--- config.mk ---
export PLATFORM = sky130hd
export DESIGN_NAME = wav_dfi_phy_hs_responder
export DESIGN_NICKNAME = d
export VERILOG_FILES = /design/src/rtl/wav_dfi_phy_hs_responder.sv
export SDC_FILE = /design/constraint.sdc
export NUM_CORES = 1
export LEC_CHECK = 0
export ABC_AREA = 1
export CAP_MARGIN = 40
export CORE_MARGIN = 2
export CORE_UTILIZATION = 55
export DETAILED_ROUTE_END_ITERATION = 10
export PLACE_DENSITY = 0.77
export SETUP_SLACK_MARGIN = 0.2
export SYNTH_ARGS = -nofsm -noshare
export SYNTH_HDL_FRONTEND = slang
export SYNTH_HIERARCHICAL = 1
export SYNTH_SLANG_ARGS = --single-unit
--- constraint.sdc ---
create_clock -name clock -period 2.5 [get_ports clock]
set_input_delay 0.75 -clock clock [delete_from_list [all_inputs] [get_ports clock]]
set_output_delay 0.75 -clock clock [all_outputs]
set_load 0.1 [all_outputs]
--- src/rtl/wav_dfi_phy_hs_responder.sv ---
// wav_dfi_phy_hs_responder: PHY-side DFI handshakes (lp_ctrl/lp_data, ctrlupd, phyupd); WAV_DFI_PHYMSTR_EN adds a PHY-master requester
module wav_dfi_phy_hs_lp #(
    parameter int ACK_DLY = 2,
    parameter int RESP    = 8
) (
    input  logic       clock,
    input  logic       reset,
    input  logic       req,
    input  logic       init_start,
    input  logic       phy_busy,
    input  logic [5:0] wakeup,
    output logic       ack,
    output logic [5:0] wakeup_q
);
    typedef enum logic [1:0] {IDLE, WAIT, ACK} state_t;
    localparam logic [7:0] DLY8  = 8'(ACK_DLY);
    localparam logic [7:0] RESP8 = 8'(RESP);
    state_t     state;
    logic [7:0] dly_cnt, req_cnt;
    logic       stale;
    // Request/ack FSM; stale blocks a timed-out request until the controller drops it
    always_ff @(posedge clock) begin
        if (reset) begin
            state    <= IDLE;
            ack      <= 1'b0;
            wakeup_q <= 6'd0;
            dly_cnt  <= 8'd0;
            req_cnt  <= 8'd0;
            stale    <= 1'b0;
        end else begin
            if (!req) stale <= 1'b0;
            case (state)
                IDLE: if (req && !init_start && !stale) begin
                    state   <= WAIT;
                    dly_cnt <= 8'd0;
                    req_cnt <= 8'd1;
                end
                WAIT: if (!req) state <= IDLE;
                else if (req_cnt + 8'd1 >= RESP8) begin
                    state <= IDLE;
                    stale <= 1'b1;
                end else if (!phy_busy && dly_cnt + 8'd1 == DLY8) begin
                    state    <= ACK;
                    ack      <= 1'b1;
                    wakeup_q <= wakeup;
                end else begin
                    req_cnt <= req_cnt + 8'd1;
                    if (!phy_busy) dly_cnt <= dly_cnt + 8'd1;
                end
                ACK: if (req) wakeup_q <= wakeup;
                else begin
                    ack   <= 1'b0;
                    state <= IDLE;
                end
                default: state <= IDLE;
            endcase
        end
    end
endmodule

module wav_dfi_phy_hs_responder #(
    parameter int LP_ACK_DLY      = 2,
    parameter int TLP_RESP        = 8,
    parameter int CTRLUPD_ACK_DLY = 1,
    parameter int UPD_HOLD        = 4,
    parameter int TPHYUPD_RESP    = 16
) (
    input  logic       clock,
    input  logic       reset,
    input  logic       lp_ctrl_req,
    input  logic [5:0] lp_ctrl_wakeup,
    output logic       lp_ctrl_ack,
    input  logic       lp_data_req,
    input  logic [5:0] lp_data_wakeup,
    output logic       lp_data_ack,
    input  logic       ctrlupd_req,
    output logic       ctrlupd_ack,
    output logic       phyupd_req,
    output logic [1:0] phyupd_type,
    input  logic       phyupd_ack,
    input  logic       init_start,
    input  logic       phy_busy,
    input  logic       upd_trig,
    input  logic [1:0] upd_trig_type,
    output logic [5:0] lp_ctrl_wakeup_q,
    output logic [5:0] lp_data_wakeup_q,
    output logic       phyupd_timeout
`ifdef WAV_DFI_PHYMSTR_EN
    ,
    output logic       phymstr_req,
    output logic [1:0] phymstr_type,
    output logic [1:0] phymstr_cs_state,
    output logic       phymstr_state_sel,
    input  logic       phymstr_ack,
    input  logic       mstr_trig,
    input  logic [1:0] mstr_trig_type
`endif
);
    typedef enum logic [1:0] {P_IDLE, P_REQ, P_HOLD, P_DROP} upd_t;
    localparam logic [7:0] CU8   = 8'(CTRLUPD_ACK_DLY);
    localparam logic [7:0] HOLD8 = 8'(UPD_HOLD);
    localparam logic [7:0] RESP8 = 8'(TPHYUPD_RESP);
    upd_t       upd_state;
    logic [7:0] upd_cnt, cu_cnt;
    logic       ack_q, phy_go, cu_block;

    wav_dfi_phy_hs_lp #(.ACK_DLY(LP_ACK_DLY), .RESP(TLP_RESP)) u_lp_ctrl (
        .clock(clock), .reset(reset), .req(lp_ctrl_req), .init_start(init_start),
        .phy_busy(phy_busy), .wakeup(lp_ctrl_wakeup), .ack(lp_ctrl_ack), .wakeup_q(lp_ctrl_wakeup_q)
    );
    wav_dfi_phy_hs_lp #(.ACK_DLY(LP_ACK_DLY), .RESP(TLP_RESP)) u_lp_data (
        .clock(clock), .reset(reset), .req(lp_data_req), .init_start(init_start),
        .phy_busy(phy_busy), .wakeup(lp_data_wakeup), .ack(lp_data_ack), .wakeup_q(lp_data_wakeup_q)
    );

`ifdef WAV_DFI_PHYMSTR_EN
    upd_t       mstr_state;
    logic [7:0] mstr_cnt;
    logic       mstr_go;
    assign phy_go   = upd_state == P_IDLE && mstr_state == P_IDLE && upd_trig && !ack_q && !init_start;
    assign mstr_go  = mstr_state == P_IDLE && upd_state == P_IDLE && !phy_go && mstr_trig && !ack_q && !init_start;
    assign cu_block = phyupd_req | phy_go | phymstr_req | mstr_go;
    assign phymstr_cs_state  = phymstr_req ? 2'b11 : 2'b00;
    assign phymstr_state_sel = 1'b0;
    // PHY-master request FSM, same shape as phyupd without the response timer
    always_ff @(posedge clock) begin
        if (reset) begin
            mstr_state   <= P_IDLE;
            phymstr_req  <= 1'b0;
            phymstr_type <= 2'd0;
            mstr_cnt     <= 8'd0;
        end else begin
            case (mstr_state)
                P_IDLE: if (mstr_go) begin
                    mstr_state   <= P_REQ;
                    phymstr_req  <= 1'b1;
                    phymstr_type <= mstr_trig_type;
                end
                P_REQ: if (phymstr_ack) begin
                    mstr_state <= P_HOLD;
                    mstr_cnt   <= 8'd1;
                end
                P_HOLD: if (mstr_cnt == HOLD8) begin
                    phymstr_req <= 1'b0;
                    mstr_state  <= P_DROP;
                end else mstr_cnt <= mstr_cnt + 8'd1;
                P_DROP: if (!phymstr_ack) begin
                    mstr_state   <= P_IDLE;
                    phymstr_type <= 2'd0;
                end
                default: mstr_state <= P_IDLE;
            endcase
        end
    end
`else
    assign phy_go   = upd_state == P_IDLE && upd_trig && !ack_q && !init_start;
    assign cu_block = phyupd_req | phy_go;
`endif

    assign ctrlupd_ack = ack_q & ctrlupd_req;

    // ctrlupd ack timer; a PHY-side update starting or in flight holds the ack off
    always_ff @(posedge clock) begin
        if (reset || !ctrlupd_req) begin
            ack_q  <= 1'b0;
            cu_cnt <= 8'd0;
        end else begin
            if (cu_cnt != CU8) cu_cnt <= cu_cnt + 8'd1;
            if (cu_cnt + 8'd1 >= CU8 && !cu_block && !init_start) ack_q <= 1'b1;
        end
    end

    // phyupd FSM; upd_cnt counts request cycles in REQ and hold cycles in HOLD
    always_ff @(posedge clock) begin
        if (reset) begin
            upd_state      <= P_IDLE;
            phyupd_req     <= 1'b0;
            phyupd_type    <= 2'd0;
            phyupd_timeout <= 1'b0;
            upd_cnt        <= 8'd0;
        end else begin
            phyupd_timeout <= 1'b0;
            case (upd_state)
                P_IDLE: if (phy_go) begin
                    upd_state   <= P_REQ;
                    phyupd_req  <= 1'b1;
                    phyupd_type <= upd_trig_type;
                    upd_cnt     <= 8'd1;
                end
                P_REQ: if (phyupd_ack) begin
                    upd_state <= P_HOLD;
                    upd_cnt   <= 8'd1;
                end else begin
                    if (upd_cnt != 8'hFF) upd_cnt <= upd_cnt + 8'd1;
                    phyupd_timeout <= upd_cnt + 8'd1 == RESP8;
                end
                P_HOLD: if (upd_cnt == HOLD8) begin
                    phyupd_req <= 1'b0;
                    upd_state  <= P_DROP;
                end else upd_cnt <= upd_cnt + 8'd1;
                P_DROP: if (!phyupd_ack) begin
                    upd_state   <= P_IDLE;
                    phyupd_type <= 2'd0;
                end
                default: upd_state <= P_IDLE;
            endcase
        end
    end
endmodule
==> reports/summary.md, run 1 <==
• 41.8% — basic-gate share of the synthesized area counting and, or, nand and nor cells
• 4 — number of iterations in the first detailed-routing pass
• 0 — Post-synth EDFFs
• 4990 um^2 — total cell area at the placement stage
• 75 — synthesis-stage register bit count
• 13 — worst-case reg-to-reg path depth
• 58.0% — Max-slew headroom
• 0.627 ns — worst-margin pin slew
• 7810 um^2 — Core Region
• u_lp_ctrl/req_cnt[0] — startpoint of the worst register-to-register path
• 33.5% — sequential share of the synthesized area
• 797 — Layout Nets
• built — CTS tree
• u_lp_ctrl/ack — Worst Hold End
• 2.41 nW — total leakage power
• 741 — synthesized net count
• 11.3 um — average wire per standard cell
• sky130_fd_sc_hd__nand2_1, sky130_fd_sc_hd__nor2_1, sky130_fd_sc_hd__inv_1 — commonest non-fill, non-tap cells in the layout
• 4,331 — total number of vias
• 2.74 ns — Critical Path RT
• sky130_fd_sc_hd__nand2_1 — most common cell after layout, fill and taps aside
• 6 — count of synthesis-stage warnings from yosys
• input port — Critical Path Source Type
• 42 — I/O Pins
• 0.781% — fraction of synthesized cell area in xor and xnor cells
• clkdlybuf4s50_1, inv_1, nand2_1, nor2_1, nand2_1, nor2_1, nand3_1, nor2_1, nand2_1, nand2_2, nand2_1, nand2_1, nor2_1 — critical-path cell list
• 2 — worst hold path cell count
• 85.5% — post-route fraction of the period consumed by the critical path
• u_lp_ctrl/dly_cnt[3] — end of the worst register-to-register path
• 0% — Async S/R FF share, synth
• 7.18 mm — detailed placer's ending HPWL
• 5200 um^2 — cell area after layout
• sky130_fd_sc_hd__clkbuf_8 — CTS Root Buffer Type
• 32 — Cell Rows
• 6.40 um^2 — average instance area after synthesis
• 0.872 — routability cong.
• 0.0122 ns — Max Clock Skew
• input port to flop — Crit Path Class
• 0 — Final Max Tran Viols
• 9.72 mm — overall routed net length
• 19 — largest net degree at the start of global routing
• 851 nW/um^2 — total power per unit cell area
• 0 — number of nets still failing antenna checks after routing
• 23.9% — total global-route track usage
• 4,161 — via count of the first global-routing pass
• 0.468 GHz — maximum clock frequency
• 0 — number of violations of the max-capacitance limit
• 5.02 — Avg Vias per Cell
• 0 — number of hold violations in the final report
• 4.74% — Synth Area in Adders
• 94.3 um — horizontal die dimension
• 0.35 ns — latest clock arrival within the worst-skew pair
• sky130_fd_sc_hd__dfxtp_1 — primary flip-flop cell chosen by synthesis mapping
• 183 — number of DRC markers in iteration 0
• 75 — number of clock sinks
• 0.405 mV — Max rail drop VDD
• 2 — number of buffers between clock root and the deepest sink
• 4.43 mW — overall power of the completed layout
• 37 — number of different library cells in the post-synthesis netlist
• 57.5% — initial standard-cell utilization of the core
• 0.49 ns — worst stage delay on the critical path
• sky130_fd_sc_hd__clkdlybuf4s50_1 — slowest library cell on the worst path
• 4490 um^2 — Cell Area, Synth
• 9 — number of CTS-inserted buffers
• 17.3 mm — first-pass GRT wire length
• u_lp_ctrl/ack — startpoint of the worst hold path
• flop to flop — min-delay worst type
• 0 — total gr overflow
• 0.45 ns — setup slack of the most critical reg-to-reg path
• 3 — Max H-tree Level
• 94.3 um — Die Height
• sky130_fd_sc_hd__nand2_1 — Worst path most repeated cell
• 2.38 ns — Arr. time, crit path
• flop — Worst Setup End Kind
• 0 — Remaining DRCs
• finished, final reports clean — status
• 8900 um^2 — die area
• 0 — number of antenna violations at the first check in global routing
• 0 ns — setup TNS after final layout
• 0 — final setup vio count
• 12 — crit-path max FO
• 0.473 ns — worst hold slack across all endpoints
• 0 — final antenna diode count
• 16.0% — area delta synth->final
• 2.14 ns — min cycle time layout
• 41 — PortBufs
• 8.53% — Synth Area in Compound Gates
• 0% — mux cell area share after synthesis
• 11.4% — fraction of layout instances using a drive strength above 1
• simple AND/OR/NAND/NOR gates — combinational family with the most area after synthesis
• 0.08 ns — clock transition at the registers of the reported paths
• 701 — cells after synthesis
• false — RSZ-0062 raised after global routing
==> critical path, delay by kind of cell <==
kind                   cells  cell delay (ns)
buffers and inverters      2             0.58
and+or+nand+nor           11             1.06
==> power breakdown <==
group | leakage [nW] | switching, mW | internal (mW)
sequential | 0.613 | 0.222 | 1.42
clock | 0.0902 | 0.434 | 0.454
combinational | 1.71 | 1.28 | 0.621
total | 2.41 | 1.94 | 2.49
==> synthesized netlist by cell type, types with 2 or more instances <==
master                     instances  share of area, %
sky130_fd_sc_hd__nand2_1         202                17
sky130_fd_sc_hd__nor2_1          123                10
sky130_fd_sc_hd__inv_1            96               8.0
sky130_fd_sc_hd__dfxtp_1          75                33
sky130_fd_sc_hd__nand3_1          44               4.9
sky130_fd_sc_hd__a21oi_1          30               3.3
sky130_fd_sc_hd__nand4_1          20               2.8
sky130_fd_sc_hd__ha_1             17               4.7
sky130_fd_sc_hd__o21ai_0          14               1.6
sky130_fd_sc_hd__nand2_2           9               1.3
sky130_fd_sc_hd__a21oi_2           7               1.4
sky130_fd_sc_hd__nor3_1            7              0.78
sky130_fd_sc_hd__buf_6             6               1.5
sky130_fd_sc_hd__nor2_2            5              0.70
sky130_fd_sc_hd__o21ai_1           5              0.56
sky130_fd_sc_hd__nand3_2           4              0.89
sky130_fd_sc_hd__o21bai_1          4              0.67
sky130_fd_sc_hd__buf_2             3              0.33
sky130_fd_sc_hd__clkinv_1          3              0.25
sky130_fd_sc_hd__or2_2             3              0.42
sky130_fd_sc_hd__inv_2             2              0.17
sky130_fd_sc_hd__nand4_2           2              0.56
sky130_fd_sc_hd__nor2_4            2              0.50
sky130_fd_sc_hd__nor2_8            2              0.89
sky130_fd_sc_hd__o31ai_1           2              0.33
sky130_fd_sc_hd__xnor2_1           2              0.39
sky130_fd_sc_hd__xor2_1            2              0.39
==> sequential cells by signal, summed over array words and instances (netlist names) <==
register / count
upd_state: 2
u_lp_data/state: 2
upd_cnt: 8
u_lp_data/wakeup_q: 6
phyupd_type: 2
u_lp_ctrl/state: 2
ack_q: 1
u_lp_data/ack: 1
cu_cnt: 8
u_lp_ctrl/wakeup_q: 6
u_lp_ctrl/stale: 1
phyupd_timeout: 1
u_lp_ctrl/req_cnt: 8
phyupd_req: 1
u_lp_data/dly_cnt: 8
u_lp_ctrl/dly_cnt: 8
u_lp_data/req_cnt: 8
u_lp_ctrl/ack: 1
u_lp_data/stale: 1
==> timing repair <==
item / in CTS / in global routing
buffers inserted: 0 / 3
gates resized for setup: 1 / 2
pin swaps: 0 / 3
hold buffers: 0 / 0
gates cloned: 0 / 0
setup endpoints to repair: 1 / 12
==> kinds of logic after synthesis <==
family | after synthesis
compound gates | 66
xor+xnor | 4
fa+ha+maj | 17
buf+inv | 113
flops | 75
simple gates | 426
==> stage by stage <==
step / setup slack [ns] / instances / utilization (%)
6_report: 0.363 / 863 / 66.7
5_1_grt: 0.191 / 863 / 66.7
4_1_cts: 0.213 / 860 / 66.1
3_5_place_dp: 0.00920 / 845 / 63.9
3_3_place_gp: 0.0406 / 845 / 63.9
2_1_floorplan: 0.376 / 701 / -
==> metal layers <==
layer / vias up / routed length (um) / share of wire (%) / global-route usage [%]
met5: - / 0 / 0 / 0
met3: 16 / 371 / 3.8 / 4.07
met2: 77 / 4740 / 49 / 43.2
met4: 0 / 172 / 1.8 / 8.94
li1: 2302 / - / - / -
met1: 1936 / 4430 / 46 / 28.4
==> worst max path at each step <==
stage,start,endpoint,slack [ns],depth (start not counted)
after floorplan,ctrlupd_req,ctrlupd_ack,0.38,2
after global placement,phy_busy,u_lp_ctrl/wakeup_q[3],0.04,12
after detailed placement,init_start,u_lp_ctrl/dly_cnt[3],0.009,9
after CTS,ctrlupd_req,ctrlupd_ack,0.21,4
after global routing,phy_busy,u_lp_ctrl/wakeup_q[3],0.19,12
final,phy_busy,u_lp_data/wakeup_q[1],0.36,13
==> final cells by class <==
class,instances,area [um^2]
well taps,102,128
clock buffers,12,135
inverters,102,388
fillers,698,2600
flip-flops and latches,75,1500
multi-input cells,513,2510
clock inverters,3,40.0
repair buffers,56,503
Note: power is estimated with default switching activity, not from simulation.
==> run 2: changes to the inputs <==
Settings changed: ABC_AREA 1 to unset, CAP_MARGIN 40 to unset.
==> reports/summary.md, run 2 <==
• finished, final reports clean — status
• true — RSZ-0062 raised after global routing
• 0 — final setup vio count
• 2720 um^2 — area used by multi-input combinational logic
• 3,753 — via count of the first global-routing pass
• 5 — number of iterations in the first detailed-routing pass
• 2.04 nW — total leakage power
• 0.402 mV — Max rail drop VDD
• 7330 um^2 — Core Region
• 7.34 mm — detailed placer's ending HPWL
• compound AO/OA/AOI/OAI gates — gate family responsible for the most delay along the worst path
• 1510 um^2 — Seq. cell area
• sky130_fd_sc_hd__dfxtp_1, sky130_fd_sc_hd__buf_4, sky130_fd_sc_hd__nor2_1 — commonest non-fill, non-tap cells in the layout
• 0 — number of hold violations in the final report
• 531 — synthesized net count
• sky130_fd_sc_hd__a311oi_4 — slowest library cell on the worst path
• 35.5% — post-synth top area share
• flop to flop — Crit Path Class
• 0.50 ns — worst stage delay on the critical path
• 0 — number of violations of the max-capacitance limit
• 0.35 ns — latest clock arrival within the worst-skew pair
• built — CTS tree
• 5.34% — met3 Use GR
• 8400 um^2 — die area
• 550 — number of filler instances in the final layout
• 3 — Max H-tree Level
• 73.1% — Layout Utilization
• u_lp_ctrl/wakeup_q[4] — startpoint of the worst hold path
• sky130_fd_sc_hd__dfxtp_1 — cell type with the highest aggregate area in the netlist
• 0.00851 ns — Max Clock Skew
• u_lp_data/dly_cnt[1] — startpoint of the worst register-to-register path
• 2.74 ns — Critical Path RT
• 213 — number of DRC markers in iteration 0
• 8.61 um^2 — average instance area after synthesis
• 0% — Async S/R FF share, synth
• 72 — number of different library cells in the post-synthesis netlist
• 40.6% — met2 track demand over resource
• 17.4 mm — first-pass GRT wire length
• 612 — Layout Nets
• 0 — Remaining DRCs
• 7 — worst-case reg-to-reg path depth
• 4230 um^2 — Cell Area, Synth
• 0 — final antenna diode count
• 42 — I/O Pins
• sky130_fd_sc_hd__dfxtp_1 — most common cell after layout, fill and taps aside
• 2 — number of buffers between clock root and the deepest sink
• 5.93 — Avg Vias per Cell
• 0 — number of hold buffers added after cts
• 91.7 um — horizontal die dimension
• 62.7% — Max-slew headroom
• 2.47 ns — Arr. time, crit path
• 0.449 GHz — maximum clock frequency
• 0 — number of antenna violations at the first check in global routing
• 35.5% — sequential share of the synthesized area
• 21.3% — fraction of layout instances using a drive strength above 1
• sky130_fd_sc_hd__dfxtp_1 — most common cell in the synthesized netlist
• flop to flop — min-delay worst type
• sky130_fd_sc_hd__dfxtp_1 — primary flip-flop cell chosen by synthesis mapping
• 25.3% — total global-route track usage
• 0.27 ns — setup slack of the most critical reg-to-reg path
• 0.08 ns — clock transition at the registers of the reported paths
• 2.23 ns — min cycle time layout
• 31 — largest net degree at the start of global routing
• u_lp_data/dly_cnt[1] — end of the worst register-to-register path
• 31 — Cell Rows
• 75 — synthesis-stage register bit count
• 6 — crit-path max FO
• 75 — number of clock sinks
• 9 — number of CTS-inserted buffers
• 0.274 ns — final worst setup slack
• flop — Critical Path Source Type
• ha_2, and4_4, nor4_4, a311oi_4, o311ai_2, a21oi_2, mux2_1 — critical-path cell list
• 3.02 mW — overall power of the completed layout
• 57.6% — initial standard-cell utilization of the core
• 26.8% — area delta synth->final
• 0 — Post-synth EDFFs
• 4,012 — total number of vias
• 0 — Final Max Tran Viols
• sky130_fd_sc_hd__dfxtp_1, sky130_fd_sc_hd__ha_1, sky130_fd_sc_hd__nor2_1, sky130_fd_sc_hd__mux2i_1, sky130_fd_sc_hd__nand2_1 — largest cells by area after synthesis
• 89.0% — post-route fraction of the period consumed by the critical path
• sky130_fd_sc_hd__clkbuf_8 — CTS Root Buffer Type
• 33.2% — met1 Track Usage GR
• 10.3 mm — overall routed net length
• met2 — Top Usage Layer GRT
• 491 — cells after synthesis
• 0 — total gr overflow
• 564 nW/um^2 — total power per unit cell area
• 2 — worst hold path cell count
• 6 — count of synthesis-stage warnings from yosys
• 0.556 ns — worst-margin pin slew
• 0.901 — routability cong.
• u_lp_ctrl/wakeup_q[4] — Worst Hold End
• 41 — PortBufs
• sky130_fd_sc_hd__dfxtp_1, sky130_fd_sc_hd__nor2_1, sky130_fd_sc_hd__nand2_1 — most common library cells after synthesis
• 15.3 um — average wire per standard cell
• 91.7 um — Die Height
• 0 — number of nets still failing antenna checks after routing
• -0.268 ns — Post-Place Worst Slack
• flop — Worst Setup End Kind
• 0 — worst path bufs/invs
[run 2: power breakdown]
part / switching [mW] / internal (mW)
registers: 0.0506 / 1.24
logic: 0.417 / 0.296
clock network: 0.462 / 0.560
[run 2: cell families (layout without fill, tap and decap cells)]
logic type                 Yosys count  count (layout)  share of synthesized area (%)
DFF                                 75              75                           35.5
xor gates and xnor gates            11              11                           2.28
adders and majority gates           17              17                           5.03
buffers and inverters               34             120                           3.17
muxes                               18              18                           4.32
AOI/OAI and AO/OA                  106             106                           19.5
and+or+nand+nor                    230             230                           30.2
[run 2: what timing repair did]
action,in CTS,in global routing
setup buffers,1,2
pin swaps,3,10
endpoints found under the hold margin,0,0
endpoints found under the setup margin,22,43
gates resized for setup,7,30
[run 2: how the worst max path moves through the flow]
stage | cells after the start | slack (ns) | end | start
floorplan | 7 | 0.23 | u_lp_data/dly_cnt[6] | u_lp_data/dly_cnt[0]
global placement | 6 | -0.21 | u_lp_ctrl/dly_cnt[3] | init_start
detailed placement | 5 | -0.27 | u_lp_ctrl/dly_cnt[6] | init_start
CTS | 7 | 0.20 | u_lp_ctrl/dly_cnt[1] | u_lp_ctrl/req_cnt[0]
global route | 6 | 0.16 | u_lp_ctrl/dly_cnt[5] | u_lp_ctrl/dly_cnt[3]
finish | 7 | 0.27 | u_lp_data/dly_cnt[1] | u_lp_data/dly_cnt[1]
[run 2: area by class of cell]
class                   count  share of cell area (%)
multi-input cells         382                    50.7
flip-flops and latches     75                    28.2
repair buffers             87                    13.6
clock buffers               9                    2.31
well taps                  99                    2.31
clock inverters             7                    1.73
inverters                  17                    1.19
[run 2: metrics by stage]
stage	cells	hold WS, ns	cell area (um^2)	setup TNS [ns]
floorplan	491	0.448	4230	0
global placement	657	0.444	4980	-4.23
detailed placement	657	0.454	4980	-5.45
CTS	674	0.465	5220	0
global route	676	0.487	5360	0
finish	676	0.461	5360	0
[run 2: worst reg2reg max path: cells and delay by family (launching register included)]
family / cells / cell delay, ns
simple gates: 2 / 0.33
mux: 1 / 0.32
compound gates: 3 / 0.84
fa+ha+maj: 1 / 0.24
flops: 1 / 0.38
[run 2: routing by layer]
metal	vias up	wire length [um]
li1	1983	-
met1	1897	4690
met2	115	4990
met3	17	497
met4	0	159
met5	-	0
